`config.mk`:
```
export PLATFORM = sky130hd
export DESIGN_NAME = rgb_fade_ctrl_flat
export DESIGN_NICKNAME = d
export VERILOG_FILES = /design/src/rtl/rgb_ctrl_pkg.sv /design/src/rtl/rgb_fade_ctrl_if.sv /design/src/rtl/gamma_lut.sv /design/src/rtl/rgb_fade_ctrl.sv /design/src/flat_wrapper.sv
export SDC_FILE = /design/constraint.sdc
export NUM_CORES = 1
export LEC_CHECK = 0
export BUFFER_PORTS_ARGS = -buffer_cell sky130_fd_sc_hd__buf_2
export CELL_PAD_IN_SITES_DETAIL_PLACEMENT = 1
export CELL_PAD_IN_SITES_GLOBAL_PLACEMENT = 2
export CORE_MARGIN = 1.5
export CORE_UTILIZATION = 41
export DETAILED_ROUTE_END_ITERATION = 12
export GPL_TIMING_DRIVEN = 0
export PLACE_DENSITY_LB_ADDON = 0.12
export SKIP_LAST_GASP = 1
export SYNTH_ARGS = -nofsm -noshare
export SYNTH_HDL_FRONTEND = slang
export SYNTH_SLANG_ARGS = --single-unit
```
`constraint.sdc`:
```
create_clock -name clk -period 6.89 [get_ports clk]
set_input_delay 1.378 -clock clk [delete_from_list [all_inputs] [get_ports clk]]
set_output_delay 1.378 -clock clk [all_outputs]
set_load 0.02 [all_outputs]
```
`src/rtl/rgb_ctrl_pkg.sv`:
```
// rtl/rgb_ctrl_pkg.sv - shared FSM type, fade step helper and gamma-2.2 LUT for the RGB fade sequencer
package rgb_ctrl_pkg;

    typedef enum logic [0:0] {
        ST_IDLE = 1'b0,
        ST_FADE = 1'b1
    } fade_state_t;

    typedef logic [255:0][7:0] gamma_lut_t;

    // round(255*(i/255)^2.2) in exact integer arithmetic, so no real maths is needed:
    // the rounded value v is the largest one with (2v-1)^5 * 255^6 <= 32 * i^11.
    function automatic gamma_lut_t gen_gamma_lut();
        gamma_lut_t   lut;
        logic [127:0] den;
        logic [127:0] num;
        logic [127:0] lhs;
        logic [127:0] odd;
        logic [7:0]   val;
        logic [7:0]   cand;
        lut = '0;
        den = 128'd1;
        for (int n = 0; n < 6; n++) den = den * 128'd255;
        for (int i = 0; i < 256; i++) begin
            num = 128'd32;
            for (int n = 0; n < 11; n++) num = num * 128'(i);
            val = 8'd0;
            for (int b = 7; b >= 0; b--) begin
                cand = val | (8'd1 << b);
                odd  = {119'd0, cand, 1'b0} - 128'd1;
                lhs  = den;
                for (int n = 0; n < 5; n++) lhs = lhs * odd;
                if (lhs <= num) val = cand;
            end
            lut[8'(i)] = val;
        end
        return lut;
    endfunction

    localparam gamma_lut_t GAMMA_LUT = gen_gamma_lut();

    // One LSB toward the target; equality holds, so the level can never wrap.
    function automatic logic [7:0] step_toward(input logic [7:0] cur, input logic [7:0] tgt);
        if (cur < tgt) return cur + 8'd1;
        if (cur > tgt) return cur - 8'd1;
        return cur;
    endfunction

endpackage

```
`src/rtl/rgb_fade_ctrl_if.sv`:
```
// rtl/rgb_fade_ctrl_if.sv - colour command handshake between host and fade sequencer
interface rgb_fade_ctrl_if;
    logic       cmd_valid;
    logic       cmd_ready;
    logic [7:0] cmd_r;
    logic [7:0] cmd_g;
    logic [7:0] cmd_b;
    logic [7:0] cmd_rate;
    logic       gamma_en;

    modport master (
        output cmd_valid, cmd_r, cmd_g, cmd_b, cmd_rate, gamma_en,
        input  cmd_ready
    );

    modport slave (
        input  cmd_valid, cmd_r, cmd_g, cmd_b, cmd_rate, gamma_en,
        output cmd_ready
    );
endinterface

```
`src/rtl/gamma_lut.sv`:
```
// rtl/gamma_lut.sv - combinational gamma-2.2 lookup for one colour channel
module gamma_lut
    import rgb_ctrl_pkg::*;
(
    input  logic [7:0] i_level,
    output logic [7:0] o_duty
);
    assign o_duty = GAMMA_LUT[i_level];
endmodule

```
`src/rtl/rgb_fade_ctrl.sv`:
```
// rtl/rgb_fade_ctrl.sv - PWM tick generator and frame-aligned colour fade sequencer for pwm_rgb
module rgb_fade_ctrl
    import rgb_ctrl_pkg::*;
#(
    parameter int TICK_DIV = 4
) (
    input  logic             clk,
    input  logic             rst_n,
    rgb_fade_ctrl_if.slave   cmd,
    output logic             tick,
    output logic [7:0]       duty_r,
    output logic [7:0]       duty_g,
    output logic [7:0]       duty_b,
    output logic             busy,
    output logic             done
);
    localparam logic [15:0] DIV_LAST = 16'(TICK_DIV - 1);

    logic [15:0] r_div;
    logic        r_tick;
    logic [7:0]  r_pcnt;
    fade_state_t r_state;
    fade_state_t w_state_nxt;
    logic [7:0]  r_cur_r, r_cur_g, r_cur_b;
    logic [7:0]  r_tgt_r, r_tgt_g, r_tgt_b;
    logic [7:0]  r_rate;
    logic [7:0]  r_step_cnt;
    logic [7:0]  r_duty_r, r_duty_g, r_duty_b;
    logic        r_done;

    logic        w_frame_end;
    logic        w_at_tgt;
    logic        w_accept;
    logic        w_load;
    logic        w_done_nxt;
    logic [7:0]  w_step_cnt_nxt;
    logic [7:0]  w_nxt_r, w_nxt_g, w_nxt_b;
    logic [7:0]  w_gam_r, w_gam_g, w_gam_b;

    // Last cycle of a PWM period: the pwm_rgb counter wraps 255->0 at the coming edge.
    assign w_frame_end = r_tick && (r_pcnt == 8'hFF);
    assign w_at_tgt    = (r_cur_r == r_tgt_r) && (r_cur_g == r_tgt_g) && (r_cur_b == r_tgt_b);

    assign cmd.cmd_ready = (r_state == ST_IDLE);
    assign busy          = (r_state == ST_FADE);
    assign done          = r_done;
    assign tick          = r_tick;
    assign duty_r        = r_duty_r;
    assign duty_g        = r_duty_g;
    assign duty_b        = r_duty_b;

    gamma_lut u_gamma_r (.i_level(w_nxt_r), .o_duty(w_gam_r));
    gamma_lut u_gamma_g (.i_level(w_nxt_g), .o_duty(w_gam_g));
    gamma_lut u_gamma_b (.i_level(w_nxt_b), .o_duty(w_gam_b));

    // Tick divider and the mirror of the pwm_rgb period counter.
    always_ff @(posedge clk or negedge rst_n) begin
        if (!rst_n) begin
            r_div  <= '0;
            r_tick <= 1'b0;
            r_pcnt <= '0;
        end else begin
            if (r_div == DIV_LAST) begin
                r_div  <= '0;
                r_tick <= 1'b1;
            end else begin
                r_div  <= r_div + 16'd1;
                r_tick <= 1'b0;
            end
            if (r_tick) r_pcnt <= r_pcnt + 8'd1;
        end
    end

    // FSM state register.
    always_ff @(posedge clk or negedge rst_n) begin
        if (!rst_n) r_state <= ST_IDLE;
        else        r_state <= w_state_nxt;
    end

    // Next state, frame pacing and next linear levels; levels only move on a frame_end.
    always_comb begin
        w_state_nxt    = r_state;
        w_accept       = 1'b0;
        w_load         = 1'b0;
        w_done_nxt     = 1'b0;
        w_step_cnt_nxt = r_step_cnt;
        w_nxt_r        = r_cur_r;
        w_nxt_g        = r_cur_g;
        w_nxt_b        = r_cur_b;
        case (r_state)
            ST_IDLE: begin
                if (cmd.cmd_valid) begin
                    w_accept       = 1'b1;
                    w_step_cnt_nxt = '0;
                    w_state_nxt    = ST_FADE;
                end
            end
            ST_FADE: begin
                if (w_at_tgt) begin
                    w_state_nxt = ST_IDLE;
                    w_done_nxt  = 1'b1;
                end else if (w_frame_end) begin
                    if (r_rate == 8'd0) begin
                        w_load  = 1'b1;
                        w_nxt_r = r_tgt_r;
                        w_nxt_g = r_tgt_g;
                        w_nxt_b = r_tgt_b;
                    end else if (r_step_cnt == r_rate - 8'd1) begin
                        w_load         = 1'b1;
                        w_step_cnt_nxt = '0;
                        w_nxt_r        = step_toward(r_cur_r, r_tgt_r);
                        w_nxt_g        = step_toward(r_cur_g, r_tgt_g);
                        w_nxt_b        = step_toward(r_cur_b, r_tgt_b);
                    end else begin
                        w_step_cnt_nxt = r_step_cnt + 8'd1;
                    end
                end
            end
            default: w_state_nxt = ST_IDLE;
        endcase
    end

    // Command latch, levels, frame counter, done pulse and duty load at the period boundary.
    always_ff @(posedge clk or negedge rst_n) begin
        if (!rst_n) begin
            r_tgt_r    <= '0;
            r_tgt_g    <= '0;
            r_tgt_b    <= '0;
            r_rate     <= '0;
            r_step_cnt <= '0;
            r_cur_r    <= '0;
            r_cur_g    <= '0;
            r_cur_b    <= '0;
            r_duty_r   <= '0;
            r_duty_g   <= '0;
            r_duty_b   <= '0;
            r_done     <= 1'b0;
        end else begin
            if (w_accept) begin
                r_tgt_r <= cmd.cmd_r;
                r_tgt_g <= cmd.cmd_g;
                r_tgt_b <= cmd.cmd_b;
                r_rate  <= cmd.cmd_rate;
            end
            if (w_load) begin
                r_cur_r  <= w_nxt_r;
                r_cur_g  <= w_nxt_g;
                r_cur_b  <= w_nxt_b;
                r_duty_r <= cmd.gamma_en ? w_gam_r : w_nxt_r;
                r_duty_g <= cmd.gamma_en ? w_gam_g : w_nxt_g;
                r_duty_b <= cmd.gamma_en ? w_gam_b : w_nxt_b;
            end
            r_step_cnt <= w_step_cnt_nxt;
            r_done     <= w_done_nxt;
        end
    end

endmodule

```
`src/flat_wrapper.sv`:
```
// flat-port wrapper written by rule: the top's interface ports become plain ports
module rgb_fade_ctrl_flat import rgb_ctrl_pkg::*;
#(
    parameter int TICK_DIV = 4
)
  (clk, rst_n, tick, duty_r, duty_g, duty_b, busy, done, cmd_cmd_valid, cmd_cmd_r, cmd_cmd_g, cmd_cmd_b, cmd_cmd_rate, cmd_gamma_en, cmd_cmd_ready);
  rgb_fade_ctrl_if cmd_i ();
  input  logic clk;
  input  logic rst_n;
  output logic tick;
  output logic [7:0] duty_r;
  output logic [7:0] duty_g;
  output logic [7:0] duty_b;
  output logic busy;
  output logic done;
  input wire logic [$bits(cmd_i.cmd_valid)-1:0] cmd_cmd_valid;
  input wire logic [$bits(cmd_i.cmd_r)-1:0] cmd_cmd_r;
  input wire logic [$bits(cmd_i.cmd_g)-1:0] cmd_cmd_g;
  input wire logic [$bits(cmd_i.cmd_b)-1:0] cmd_cmd_b;
  input wire logic [$bits(cmd_i.cmd_rate)-1:0] cmd_cmd_rate;
  input wire logic [$bits(cmd_i.gamma_en)-1:0] cmd_gamma_en;
  output wire logic [$bits(cmd_i.cmd_ready)-1:0] cmd_cmd_ready;
  assign cmd_i.cmd_valid = cmd_cmd_valid;
  assign cmd_i.cmd_r = cmd_cmd_r;
  assign cmd_i.cmd_g = cmd_cmd_g;
  assign cmd_i.cmd_b = cmd_cmd_b;
  assign cmd_i.cmd_rate = cmd_cmd_rate;
  assign cmd_i.gamma_en = cmd_gamma_en;
  assign cmd_cmd_ready = cmd_i.cmd_ready;
  rgb_fade_ctrl #(.TICK_DIV(TICK_DIV)) u_core (.clk(clk), .rst_n(rst_n), .cmd(cmd_i), .tick(tick), .duty_r(duty_r), .duty_g(duty_g), .duty_b(duty_b), .busy(busy), .done(done));
endmodule
```
==> After elaboration in Yosys (flattened, before gate mapping) <==
Memory sizes are Yosys's and may differ from the RTL's.
Index checks and enable logic that the tools add are counted.
{ "word_totals": {"output_inout_bits": 28, "elab_cells": 145, "rom_bits": 6144, "mem_count": 3, "ff_bits": 115} }
{ "mem_list": {"columns": ["name", "words", "word_bits", "read_ports", "rd_ports_with_merged_regs", "write_ports", "line", "text"], "rows": [
  ["(name not given)", 256, 8, 1, 0, 0, "gamma_lut.sv:8", "assign o_duty = GAMMA_LUT[i_level];"],
  ["(name not given)", 256, 8, 1, 0, 0, "gamma_lut.sv:8", null],
  ["(name not given)", 256, 8, 1, 0, 0, "gamma_lut.sv:8", null]
]} }
{ "classes": {"add_sub_neg": 10, "eq_ne": 10, "bitwise": 1, "muxes": 91, "n_lt_le_gt_ge": 9, "reduce_logical": 5} }
{ "ops": {"columns": ["op", "n"], "rows": [
  ["2-to-1 mux 8 bit", 38],
  ["2-to-1 mux 1 bit", 50],
  ["adder 8 x 1 -> 8 bit, second input constant", 5],
  ["== test 8 bit", 4],
  ["subtractor 8 x 1 -> 8 bit, second input constant", 4],
  ["less-than comparator 8 x 9 -> 1 bit, second input constant", 3],
  ["> comparator 8 bit", 3],
  ["less-than comparator 8 bit", 3],
  ["adder 16 x 1 -> 16 bit, second input constant", 1],
  ["== test 16 x 2 -> 1 bit, second input constant", 1],
  ["2-to-1 mux 16 bit", 1],
  ["case mux 8 bit (2 select lines)", 1],
  ["== test 8 bit, second input constant", 1],
  ["logical NOT 8 bit", 1],
  ["!= test 2 bit, second input constant", 4],
  ["AND reduction 4 bit", 1],
  ["logical AND 1 bit", 3],
  ["case mux 1 bit (2 select lines)", 1],
  ["NOT 1 bit", 1]
]} }

==> Logic depth before layout (Yosys ltp) <==
Gate-level depths: netlist (run 1).
{ "depth": {"ltp_word": 23, "mapped_depth": 20, "ltp_nobuf": 19} }

==> By module <==
A second synthesis (run 1) with hierarchy kept.
{ "unflattened": {"cells_unflattened": 1141, "hier_area_um2": 9321.4} }
{ "by_module_without_submodules": {"columns": ["mod", "cells_each", "seq_area_each_um2", "instances", "area_each_um2"], "rows": [
  ["rgb_fade_ctrl", 791, 2877.8, 1, 6980.4],
  ["gamma_lut at u_core.u_gamma_g ...", 117, 0.0, 2, 782.0],
  ["gamma_lut at u_core.u_gamma_b", 116, 0.0, 1, 777.0]
]} }

==> Least setup slack after synthesis (run 1) <==
OpenSTA, ideal clock, no wires.
{ "synth_path": {"kind": "register to register", "from": "reg u_core.r_rate[0]", "to": "reg u_core.r_duty_b[0], in the netlist u_core.duty_b[0]", "setup_ns": 0.087, "t_required_ns": 6.803, "t_arrival_ns": 3.540, "n_path_buf": 0, "stages_incl_launch_ff": 17, "path_slack_ns": 3.263, "period_less_slack_ns": 3.627, "cell_sequence": "dfrtp_1 > inv_1 > ha_1 > or3_4 > a31oi_4 > nand4_4 > a211oi_2 > a22o_1 > a21o_1 > inv_1 > ha_1 > ha_1 > nor2_1 > o21ai_1 > o2111ai_1 > a211o_1 > a22oi_1"} }
{ "synth_via": {"elab_chain_len": 10, "word_cells_on_any_way": 16, "classes_between": "add/sub (1); eq/ne (1); mux (12); reduce/logical (1); memory (1)"} }
{ "synth_lines": {"columns": ["item", "line", "text"], "rows": [
  ["from (decl)", "rgb_fade_ctrl.sv:26", "logic [7:0] r_rate;"],
  ["from (signal assigned)", "rgb_fade_ctrl.sv:143", "r_rate <= cmd.cmd_rate;"],
  ["subtractor 8 x 1 -> 8 bit", "rgb_fade_ctrl.sv:108", "end else if (r_step_cnt == r_rate - 8'd1) begin"],
  ["== test 8 bit", "rgb_fade_ctrl.sv:108", null],
  ["2-to-1 mux 8 bit", "rgb_fade_ctrl.sv:108", null],
  ["2-to-1 mux 8 bit", "rgb_fade_ctrl.sv:103", "if (r_rate == 8'd0) begin"],
  ["2-to-1 mux 8 bit", "rgb_fade_ctrl.sv:102", "end else if (w_frame_end) begin"],
  ["2-to-1 mux 8 bit", "rgb_fade_ctrl.sv:99", "if (w_at_tgt) begin"],
  ["2-to-1 mux 8 bit", "rgb_fade_ctrl.sv:90", "case (r_state)"],
  ["memory (256 x 8 bit)", null, null],
  ["2-to-1 mux 8 bit (not written as such)", "gamma_lut.sv:8", null],
  ["2-to-1 mux 8 bit", "rgb_fade_ctrl.sv:151", "r_duty_b <= cmd.gamma_en ? w_gam_b : w_nxt_b;"],
  ["to (signal assigned)", "rgb_fade_ctrl.sv:151", null],
  ["to (decl)", "rgb_fade_ctrl.sv:28", "logic [7:0] r_duty_r, r_duty_g, r_duty_b;"]
]} }
Parallel ways exist; a longest one is shown, timed or not. The select of a mux whose other input is x is not followed.
A chain may end at the register's enable or synchronous reset.

==> Worst setup path in the final report (run 1) <==
{ "layout_path": {"from": "reg u_core.r_cur_r[5]", "to": "reg u_core.r_duty_g[1], in the netlist u_core.duty_g[1]"} }
{ "layout_via": {"elab_chain_len": 8, "word_cells_on_any_way": 10, "classes_between": "eq/ne (1); mux (6); reduce/logical (2); memory (1)"} }
{ "layout_lines": {"columns": ["item", "line", "text"], "rows": [
  ["from (decl)", "rgb_fade_ctrl.sv:24", "logic [7:0] r_cur_r, r_cur_g, r_cur_b;"],
  ["from (signal assigned)", "rgb_fade_ctrl.sv:146", "r_cur_r <= w_nxt_r;"],
  ["== test 8 bit", "rgb_fade_ctrl.sv:42", "assign w_at_tgt = (r_cur_r == r_tgt_r) && (r_cur_g == r_tgt_g) && (r_cur_b == r_tgt_b);"],
  ["logical AND 1 bit (2 in a row)", "rgb_fade_ctrl.sv:42", null],
  ["2-to-1 mux 8 bit", "rgb_fade_ctrl.sv:99", null],
  ["2-to-1 mux 8 bit", "rgb_fade_ctrl.sv:90", null],
  ["via u_core.u_gamma_g.i_level[0]", "gamma_lut.sv:5", "input logic [7:0] i_level,"],
  ["memory (256 x 8 bit)", null, null],
  ["2-to-1 mux 8 bit (not written as such)", "gamma_lut.sv:8", null],
  ["2-to-1 mux 8 bit", "rgb_fade_ctrl.sv:150", "r_duty_g <= cmd.gamma_en ? w_gam_g : w_nxt_g;"],
  ["to (signal assigned)", "rgb_fade_ctrl.sv:150", null],
  ["to (decl)", "rgb_fade_ctrl.sv:28", null]
]} }
The timed path passes the listed nets, and every way through them passes these cells. The select of a mux whose other input is x is not followed.

==> impl_metrics.csv, run 1 <==
group,metric,value,unit
cells_and_area,num-fill-cells,2718,
floorplan,dieArea,23800,um2
clocking,cts_num_sinks,115,
worst_setup_path,reg2reg_from,"u_core.r_cur_r[5]$_DFFE_PN0P_",
worst_setup_path,worstPathMaxFanout,10,
global_route,grt_pass1_vias,9312,
cells_and_area,design_area,10700,um2
routing,wl_met1,15.2,mm
floorplan,die-width,154,um
sta,skew,0.0120,ns
worst_setup_path,crit_path_start_kind,"flop",
logic_synthesis,synth_nets,1206,
routing,dr_wl_met3,1.62,mm
cells_and_area,n_antenna_cell,0,
pwr,clkPwrFrac,48.9,%
run,cap_violations,0,
clocking,clk_latency,0.43,ns
routing,post_drt_via_cell_ratio,6.15,
sta,grt_setup_unrepaired,"no",
cells_and_area,seqCellArea,2880,um2
global_route,grt_max_degree,75,
pwr,p_int,1.24,mW
clocking,htreeDepth,4,
routing,first_pass_iters,5,
routing,drt_iter0_drc,525,
clocking,cts_tree,"done",
sta,post-route-period-util,73.7,%
min_path,hold_start,"u_core.r_pcnt[7]$_DFFE_PN0P_",
global_route,overflow,0,
worst_setup_path,cp.arrival,5.39,ns
clocking,cts_hold_buf,0,
sta,holdWs,0.475,ns
cells_and_area,layout.cells.non_filler,1488,
placement,port_buffers,62,
global_route,antenna_found_initial,0,
global_route,grt_pass1_wl,53.1,mm
logic_synthesis,avgSynthCellArea,8.48,um2
sta,max_clock_freq,197,MHz
routing,post-route-drc-count,0,
clocking,cts_resized,0,
placement,placed_area,10100,um2
logic_synthesis,synth_ff_type,"dfrtp_1",
sta,min_period,5.08,ns
routing,wire_per_inst,22.3,um
logic_synthesis,ys_ff_latch,115,
logic_synthesis,async_reset_ff_share,100,%
cells_and_area,num-nets-final,1288,
placement,dpl_worst_slack,1.96,ns
pwr,power,1.78,mW
pwr,leakage,4.64,nW
worst_setup_path,worstPathRequired,7.21,ns
floorplan,initial_core_util,41.6,%
routing,highest_layer,"met4",
clocking,path_clk_slew,0.07,ns
routing,wl_met2,15.8,mm
sta,setup_viol,0,
outcome,outcome,"finished clean",
pwr,power_frac_seq,40.8,%
global_route,grt_usage,28.7,%
worst_setup_path,path_class,"flop to flop",
cells_and_area,area_growth,13.4,%
worst_setup_path,end_kind,"flop",
min_path,hold_path_class,"flop to flop",
floorplan,core_area,22600,um2
cells_and_area,multi_input_area,5920,um2
sta,final-max-slew-violation-count,0,
logic_synthesis,yosysSeqAreaShare,30.6,%
logic_synthesis,synth_cell_types,101,
pwr,ir_drop,175,uV
logic_synthesis,yosys_warnings,0,
clocking,numCtsBuffers,17,
logic_synthesis,synth-edff-count,0,
cells_and_area,finalCoreUtilization,47.2,%
pwr,switching_share,30.1,%
sta,hold_viol_final,0,
sta,tightestPinTransition,1.31,ns
floorplan,die_y,154,um
clocking,root_buffer,"clkbuf_16",
sta,fin_setup_tns,0,ns
clocking,clockBufferDepth,2,
placement,dp_hpwl,24.5,mm
min_path,holdPathStages,1,
worst_setup_path,reg2reg_slack,1.81,ns
worst_setup_path,rr_endpoint,"u_core.duty_g[1]$_DFFE_PN0P_",
placement,dp_cells,1456,
floorplan,rows,55,
routing,wl,33.2,mm
routing,antenna_left,0,
logic_synthesis,syn_inst,1108,
cells_and_area,drive_above_1_share,16.6,%
pwr,p_sw,0.535,mW
pwr,powerDensity,167,nW/um2
clocking,post_cts_buffers,0,
floorplan,io_pins,64,
sta,max_slew_margin,10.7,%
sta,timing.final.ws_setup,1.81,ns
placement,gp_congestion,0.910,
worst_setup_path,reg2regPathDepth,18,
routing,num_vias,9145,
logic_synthesis,synth_area,9400,um2
min_path,whs_endpoint,"u_core.r_pcnt[7]$_DFFE_PN0P_",
pwr,combinationalPowerShare,10.4,%
[power groups by stage]
stage          registers (mW)  logic, mW  clock network [mW]
3_3_place_gp            0.737      0.176                   0
2_1_floorplan           0.728      0.118                   0
5_1_grt                 0.728      0.205               0.911
6_report                0.725      0.184               0.869
3_5_place_dp            0.737      0.184                   0
4_1_cts                 0.725      0.185               0.885
[worst max-delay path by stage]
stage / end / start / slack, ns
finish: u_core.duty_g[1]$_DFFE_PN0P_ / u_core.r_cur_r[5]$_DFFE_PN0P_ / 1.81
global route: u_core.duty_g[1]$_DFFE_PN0P_ / u_core.r_cur_r[0]$_DFFE_PN0P_ / 1.53
CTS: u_core.duty_g[1]$_DFFE_PN0P_ / u_core.r_cur_r[5]$_DFFE_PN0P_ / 1.91
detailed placement: u_core.duty_g[1]$_DFFE_PN0P_ / u_core.r_cur_r[4]$_DFFE_PN0P_ / 1.96
global placement: u_core.duty_g[1]$_DFFE_PN0P_ / u_core.r_cur_r[4]$_DFFE_PN0P_ / 1.91
floorplan: u_core.duty_b[0]$_DFFE_PN0P_ / u_core.r_rate[0]$_DFFE_PN0P_ / 3.26
[synth_stat cells, types with 6 or more instances]
cell / instances / area share (%)
dfrtp_1: 115 / 31
nand2_1: 111 / 4.4
nor2_1: 75 / 3.0
o21ai_0: 69 / 3.7
a21oi_1: 66 / 3.5
ha_1: 62 / 8.3
inv_1: 58 / 2.3
nand3_1: 53 / 2.8
xnor2_1: 33 / 3.1
buf_2: 27 / 1.4
nand4_1: 25 / 1.7
clkbuf_1: 24 / 0.96
nor3_1: 23 / 1.2
and3_1: 19 / 1.3
o211ai_1: 17 / 1.4
xor2_1: 17 / 1.6
a31oi_1: 16 / 1.1
a22oi_1: 13 / 1.0
and2_1: 13 / 0.87
a21o_1: 12 / 0.96
mux2_2: 12 / 1.4
o2111ai_1: 10 / 0.93
o221ai_1: 10 / 0.93
a211oi_1: 9 / 0.72
a22o_1: 9 / 0.84
mux2i_1: 9 / 0.96
nor4_1: 9 / 0.60
a221oi_2: 8 / 1.3
inv_2: 8 / 0.32
nor2b_1: 7 / 0.47
o21ai_1: 7 / 0.37
o31ai_1: 7 / 0.56
a2111oi_0: 6 / 0.56
a211o_1: 6 / 0.56
buf_4: 6 / 0.48
nand2b_1: 6 / 0.40
o22ai_1: 6 / 0.40
[flip-flops by register name (all words and copies together), names as in the netlist]
signal	cells
u_core.busy	1
u_core.done	1
u_core.duty_b	8
u_core.duty_g	8
u_core.duty_r	8
u_core.r_cur_b	8
u_core.r_cur_g	8
u_core.r_cur_r	8
u_core.r_div	16
u_core.r_pcnt	8
u_core.r_rate	8
u_core.r_step_cnt	8
u_core.r_tgt_b	8
u_core.r_tgt_g	8
u_core.r_tgt_r	8
u_core.tick	1
[critical path: stages (launching register included)]
cell,delay (ns)
dfrtp_1,0.46
ha_1,0.33
nand4_1,0.19
nor2_1,0.39
nand3_1,0.25
nand2_1,0.35
buf_2,0.39
buf_1,0.62
a21oi_1,0.17
o22a_1,0.35
inv_1,0.17
ha_1,0.31
inv_1,0.10
ha_1,0.23
nand2_1,0.06
o21ai_0,0.10
a22oi_1,0.22
o31ai_1,0.10
a21o_1,0.16
[cell type report]
class,count,area share (%)
clock inverter,15,1.29
sequential,115,27.0
multi-input combinational,860,55.6
clock buffer,17,3.99
buffer,65,3.17
inverter,68,2.44
timing repair buffer,63,3.23
tap,285,3.34
[cells in the final DEF, fill, tap and decap left out, types with 19 or more instances in the layout]
master      n
nor2_1     75
and3_1     19
nand4_1    25
nor3_1     23
xnor2_1    33
o21ai_0    69
clkbuf_1   24
ha_1       62
buf_2      88
nand2_1   111
a21oi_1    66
dfrtp_1   115
inv_1      58
nand3_1    53
[logic make-up after synthesis]
logic type	share of synthesized area, %
AND/OR/NAND/NOR	20.8
AO/OA/AOI/OAI	26.4
flip-flops	30.6
XOR/XNOR	4.66
buffers and inverters	6.36
adder cells (fa/ha/maj)	8.48
multiplexers	2.66
[routing by layer]
| layer | vias up | global-route usage, % |
|---|---|---|
| li1 | 4255 | - |
| met1 | 4605 | 38.9 |
| met2 | 243 | 47.9 |
| met3 | 42 | 3.78 |
| met4 | 0 | 8.33 |
| met5 | - | 0 |
Power figures use the tool's default switching activity.
==> inputs of run 2 (changes only) <==
- CORE_UTILIZATION: 41 -> 34
- clock period: 6.89 -> 4.11 ns (I/O delays scaled with it)
==> impl_metrics.csv, run 2 (synthesis gave the netlist of run 1 again) <==
group,metric,value,unit
sta,max_clock_freq,251,MHz
global_route,antenna_found_initial,0,
cells_and_area,layout.cells.non_filler,1568,
clocking,htreeDepth,4,
pwr,leakage,4.86,nW
pwr,ir_drop,257,uV
clocking,cts_num_sinks,115,
routing,wire_per_inst,22.2,um
global_route,grt_pass1_wl,55.2,mm
pwr,powerDensity,275,nW/um2
cells_and_area,finalCoreUtilization,41.8,%
worst_setup_path,path_class,"flop to flop",
clocking,clk_latency,0.44,ns
worst_setup_path,crit_path_start_kind,"flop",
cells_and_area,area_growth,20.1,%
placement,dp_hpwl,25.5,mm
floorplan,die_y,169,um
run,cap_violations,0,
clocking,clockBufferDepth,2,
floorplan,core_area,27000,um2
cells_and_area,num-fill-cells,3244,
cells_and_area,num-nets-final,1312,
global_route,grt_usage,25.2,%
clocking,root_buffer,"clkbuf_16",
global_route,overflow,0,
routing,wl,34.8,mm
worst_setup_path,rr_endpoint,"u_core.duty_r[2]$_DFFE_PN0P_",
sta,post-route-period-util,96.8,%
sta,hold_viol_final,0,
floorplan,dieArea,28700,um2
worst_setup_path,crit_end,"u_core.duty_r[2]$_DFFE_PN0P_",
floorplan,initial_core_util,34.8,%
floorplan,rows,60,
routing,drt_iter0_drc,407,
cells_and_area,n_antenna_cell,0,
cells_and_area,mostFrequentLayoutCells,"nand2_1 (110), dfrtp_1 (105), buf_2 (82), nor2_1 (70), o21ai_0 (67)",
worst_setup_path,startpoint,"u_core.r_cur_r[5]$_DFFE_PN0P_",
sta,min_period,3.98,ns
floorplan,die-width,169,um
pwr,power,3.10,mW
placement,gp_congestion,0.888,
routing,num_vias,9117,
routing,antenna_left,0,
outcome,outcome,"finished clean",
routing,first_pass_iters,4,
clocking,cts_tree,"done",
routing,post-route-drc-count,0,
sta,timing.final.ws_setup,0.130,ns
placement,dpl_worst_slack,-0.742,ns
sta,skew,0.0156,ns
cells_and_area,drive_above_1_share,23.4,%
placement,port_buffers,62,
worst_setup_path,worstPathRequired,4.44,ns
worst_setup_path,reg2reg_slack,0.13,ns
sta,max_slew_margin,39.7,%
sta,final-max-slew-violation-count,0,
sta,grt_setup_unrepaired,"yes",
clocking,path_clk_slew,0.07,ns
global_route,grt_max_degree,74,
worst_setup_path,cp.arrival,4.31,ns
cells_and_area,top_register,"u_core.r_div",
global_route,grt_pass1_vias,9308,
worst_setup_path,end_kind,"flop",
floorplan,io_pins,64,
sta,holdWs,0.309,ns
sta,setup_viol,0,
cells_and_area,final_common_cell,"nand2_1",
worst_setup_path,reg2regPathDepth,15,
worst_setup_path,reg2reg_from,"u_core.r_cur_r[5]$_DFFE_PN0P_",
clocking,numCtsBuffers,17,
routing,post_drt_via_cell_ratio,5.81,
min_path,hold_path_class,"input port to asynchronous set/reset pin",
worst_setup_path,worstPathMaxFanout,11,
sta,tightestPinTransition,0.904,ns
cells_and_area,largest_register_ff_count,16,
placement,dp_cells,1512,
run 2: what timing repair did:
action                                  in CTS  in global routing
hold buffers                                 0                  0
resized for setup                           44                 66
pin swaps                                    7                 15
endpoints found under the setup margin      18                 18
hold endpoints to repair                     0                  0
cloned                                       0                  0
buffers inserted                             8                 20
run 2: how the worst min path moves through the flow:
| stage | startpoint | to | cells after the start |
|---|---|---|---|
| CTS | rst_n | u_core.r_step_cnt[6]$_DFFE_PN0P_ | 1 |
| floorplan | u_core.r_div[15]$_DFF_PN0_ | u_core.r_div[15]$_DFF_PN0_ | 1 |
| global placement | u_core.r_pcnt[7]$_DFFE_PN0P_ | u_core.r_pcnt[7]$_DFFE_PN0P_ | 1 |
| finish | rst_n | u_core.r_step_cnt[6]$_DFFE_PN0P_ | 1 |
| global route | rst_n | u_core.r_rate[4]$_DFFE_PN0P_ | 1 |
| detailed placement | u_core.r_pcnt[4]$_DFFE_PN0P_ | u_core.r_pcnt[4]$_DFFE_PN0P_ | 1 |
run 2: cell type report:
type / count / area, um2 / share of cell area (%)
clock inverters: 14 / 155 / 1.37
repair buffers: 91 / 558 / 4.94
clock buffers: 18 / 439 / 3.89
flip-flops and latches: 115 / 2890 / 25.6
inverters: 68 / 268 / 2.37
multi-input cells: 860 / 6170 / 54.6
plain buffers: 61 / 385 / 3.41
well taps: 341 / 427 / 3.78
run 2: power by group:
part | internal (mW) | switching (mW) | leakage (nW)
Combinational | 0.129 | 0.212 | 3.09
Sequential | 1.18 | 0.0405 | 1.48
Clock | 0.915 | 0.632 | 0.287
Total | 2.22 | 0.884 | 4.86
run 2: critical path, stage by stage (launching register included):
cell      delay, ns
dfrtp_1        0.45
ha_1           0.32
nand4_1        0.23
buf_4          0.23
or2_2          0.36
o31ai_4        0.34
buf_6          0.20
nor2_1         0.05
a311o_1        0.36
nand2_4        0.15
inv_2          0.10
buf_6          0.16
ha_1           0.24
a221o_1        0.34
a221oi_2       0.23
o21ai_1        0.10
run 2: stage by stage:
step / cell area [um2] / TNS [ns]
3_5_place_dp: 10200 / -9.15
3_3_place_gp: 10100 / -9.47
2_1_floorplan: 9400 / 0
6_report: 11300 / 0
4_1_cts: 11000 / -0.00489
5_1_grt: 11300 / 0
run 2: metal layers:
layer	up-vias	track usage, %	routed length [um]
met2	192	40.3	16200
met1	4568	34.4	16500
met5	-	0	0
li1	4305	-	-
met3	52	3.71	1120
met4	0	9.39	933
==> inputs of run 3 (changes only) <==
- ABC_AREA: unset -> 1
- CORE_UTILIZATION: 34 -> 31
- SETUP_SLACK_MARGIN: unset -> 0.05
==> impl_metrics.csv, run 3 <==
group,metric,value,unit
sta,setup_viol,0,
worst_setup_path,critical_path.top_delay_family,"simple AND/OR/NAND/NOR gates",
logic_synthesis,avgSynthCellArea,6.72,um2
cells_and_area,finalCoreUtilization,36.7,%
global_route,grt_pass1_vias,9752,
worst_setup_path,end_kind,"flop",
sta,skew,0.00993,ns
cells_and_area,num-nets-final,1576,
floorplan,die_y,176,um
logic_synthesis,yosysSeqAreaShare,30.9,%
outcome,outcome,"finished clean",
cells_and_area,layout.cells.non_filler,1881,
logic_synthesis,synthTopCellsByCount,"nand2_1 (396), inv_1 (168), nand3_1 (139), nor2_1 (119), dfrtp_1 (115)",
worst_setup_path,reg2reg_from,"u_core.r_rate[0]$_DFFE_PN0P_",
logic_synthesis,synth_cell_types,51,
sta,final-max-slew-violation-count,0,
clocking,root_buffer,"clkbuf_16",
logic_synthesis,yosysTopAreaCell,"dfrtp_1",
pwr,leakage,5.64,nW
floorplan,io_pins,64,
worst_setup_path,cpPeakStageDelay,0.41,ns
pwr,ir_drop,258,uV
sta,tightestPinTransition,0.776,ns
pwr,power,2.63,mW
global_route,grt_pass1_wl,53.7,mm
cells_and_area,top_register,"u_core.r_div",
routing,num_vias,9460,
cells_and_area,area_growth,16.9,%
worst_setup_path,crit_path_start_kind,"flop",
clocking,clk_latency,0.44,ns
global_route,grt_usage,22.2,%
placement,gp_congestion,0.872,
floorplan,rows,63,
cells_and_area,largest_register_ff_count,16,
worst_setup_path,crit_path_top_delay_cell,"dfrtp_1",
placement,dp_cells,1840,
clocking,cts_num_sinks,115,
global_route,antenna_found_initial,0,
cells_and_area,mostFrequentLayoutCells,"nand2_1 (391), inv_1 (158), nand3_1 (138), nor2_1 (118), dfrtp_1 (115)",
worst_setup_path,critPathMostFrequentCell,"nand2_1",
cells_and_area,drive_above_1_share,14.8,%
placement,port_buffers,62,
worst_setup_path,path_class,"flop to flop",
routing,first_pass_iters,5,
global_route,grt_max_degree,62,
placement,dp_hpwl,25.5,mm
sta,timing.final.ws_setup,0.321,ns
worst_setup_path,worstPathMaxFanout,10,
clocking,path_clk_slew,0.06,ns
global_route,overflow,0,
sta,max_slew_margin,48.3,%
logic_synthesis,synth_ff_type,"dfrtp_1",
cells_and_area,n_antenna_cell,0,
worst_setup_path,reg2reg_slack,0.32,ns
sta,grt_setup_unrepaired,"yes",
clocking,cts_tree,"done",
pwr,powerDensity,241,nW/um2
clocking,clockBufferDepth,2,
min_path,hold_path_class,"input port to asynchronous set/reset pin",
routing,post_drt_via_cell_ratio,5.03,
worst_setup_path,crit_buf_inv,7,
worst_setup_path,worstPathRequired,4.43,ns
floorplan,initial_core_util,31.4,%
logic_synthesis,synth_nets,1485,
routing,drt_iter0_drc,418,
worst_setup_path,reg2regPathDepth,29,
routing,wl,33.1,mm
routing,antenna_left,0,
logic_synthesis,synth_most_common_cell,"nand2_1",
logic_synthesis,ys_top_cells_by_area,"dfrtp_1 (31%), nand2_1 (16%), ha_1 (8.3%)",
worst_setup_path,rr_endpoint,"u_core.duty_b[1]$_DFFE_PN0P_",
sta,max_clock_freq,264,MHz
logic_synthesis,ys_ff_latch,115,
sta,post-route-period-util,92.2,%
floorplan,dieArea,31100,um2
logic_synthesis,syn_inst,1387,
logic_synthesis,async_reset_ff_share,100,%
sta,holdWs,0.330,ns
logic_synthesis,synth_area,9310,um2
floorplan,core_area,29600,um2
cells_and_area,num-fill-cells,3885,
routing,wire_per_inst,17.6,um
logic_synthesis,synth_top_area_share,30.9,%
cells_and_area,final_common_cell,"nand2_1",
sta,min_period,3.79,ns
placement,dpl_worst_slack,-0.348,ns
clocking,htreeDepth,4,
clocking,numCtsBuffers,17,
floorplan,die-width,176,um
logic_synthesis,synth-edff-count,0,
logic_synthesis,yosys_warnings,0,
run,cap_violations,0,
sta,hold_viol_final,0,
worst_setup_path,cp.arrival,4.11,ns
routing,post-route-drc-count,0,
clocking,cts_hold_buf,0,
==> run 3: how the worst max path moves through the flow <==
stage / startpoint / end / depth (start not counted)
floorplan: u_core.r_rate[0]$_DFFE_PN0P_ / u_core.duty_b[1]$_DFFE_PN0P_ / 29
global placement: u_core.r_cur_r[6]$_DFFE_PN0P_ / u_core.duty_r[0]$_DFFE_PN0P_ / 20
detailed placement: u_core.r_cur_r[6]$_DFFE_PN0P_ / u_core.duty_g[0]$_DFFE_PN0P_ / 26
CTS: u_core.r_cur_r[6]$_DFFE_PN0P_ / u_core.duty_r[0]$_DFFE_PN0P_ / 24
global route: u_core.r_rate[0]$_DFFE_PN0P_ / u_core.duty_b[1]$_DFFE_PN0P_ / 30
finish: u_core.r_rate[0]$_DFFE_PN0P_ / u_core.duty_b[1]$_DFFE_PN0P_ / 29
==> run 3: what timing repair did <==
| item | 4_1_cts | 5_1_grt |
|---|---|---|
| endpoints found under the setup margin | 11 | 9 |
| resized for setup | 14 | 25 |
| buffers inserted | 2 | 7 |
| pin swaps | 1 | 4 |
==> run 3: area by class of cell <==
class | instances | area, um2 | area share [%]
Multi-Input combinational cell | 1046 | 5590 | 51.3
Sequential cell | 115 | 2880 | 26.4
Inverter | 184 | 696 | 6.39
Tap cell | 390 | 488 | 4.48
Clock buffer | 17 | 425 | 3.91
Timing Repair Buffer | 72 | 412 | 3.78
Buffer | 42 | 270 | 2.48
Clock inverter | 15 | 134 | 1.23
==> run 3: per-layer routing <==
layer	wire length, um	track usage [%]	vias to the layer above
met3	969	3.01	37
met2	15200	36.1	128
li1	-	-	4688
met4	572	6.43	0
met1	16300	30.8	4607
met5	0	0	-
==> run 3: worst reg2reg max path, delay by kind of cell, from the launching register on <==
family,cells,cell delay [ns]
AO/OA/AOI/OAI,2,0.30
adder cells (fa/ha/maj),3,0.63
buffers and inverters,7,0.71
flip-flops,1,0.41
AND/OR/NAND/NOR,17,1.61
==> run 3: power breakdown <==
group          internal [mW]  switching [mW]  total (mW)
Clock                  0.832           0.607        1.44
Combinational         0.0176          0.0391      0.0567
Sequential              1.13        0.000286        1.13
==> run 3: cells by family (layout without fill, tap and decap cells) <==
| family | after synthesis | in the layout | share of synthesized area [%] |
|---|---|---|---|
| AO/OA/AOI/OAI | 212 | 212 | 13.0 |
| XOR/XNOR | 22 | 22 | 2.07 |
| adder cells (fa/ha/maj) | 62 | 62 | 8.33 |
| buffers and inverters | 226 | 330 | 10.1 |
| flip-flops | 115 | 115 | 30.9 |
| multiplexers | 6 | 6 | 0.699 |
| AND/OR/NAND/NOR | 744 | 744 | 34.9 |
==> run 3: per-stage QoR <==
| stage | setup TNS (ns) | area (um2) |
|---|---|---|
| final | 0 | 10900 |
| after global routing | 0 | 10900 |
| after CTS | 0 | 10800 |
| after detailed placement | -1.97 | 10100 |
| after global placement | -1.65 | 10100 |
| after floorplan | 0 | 9310 |
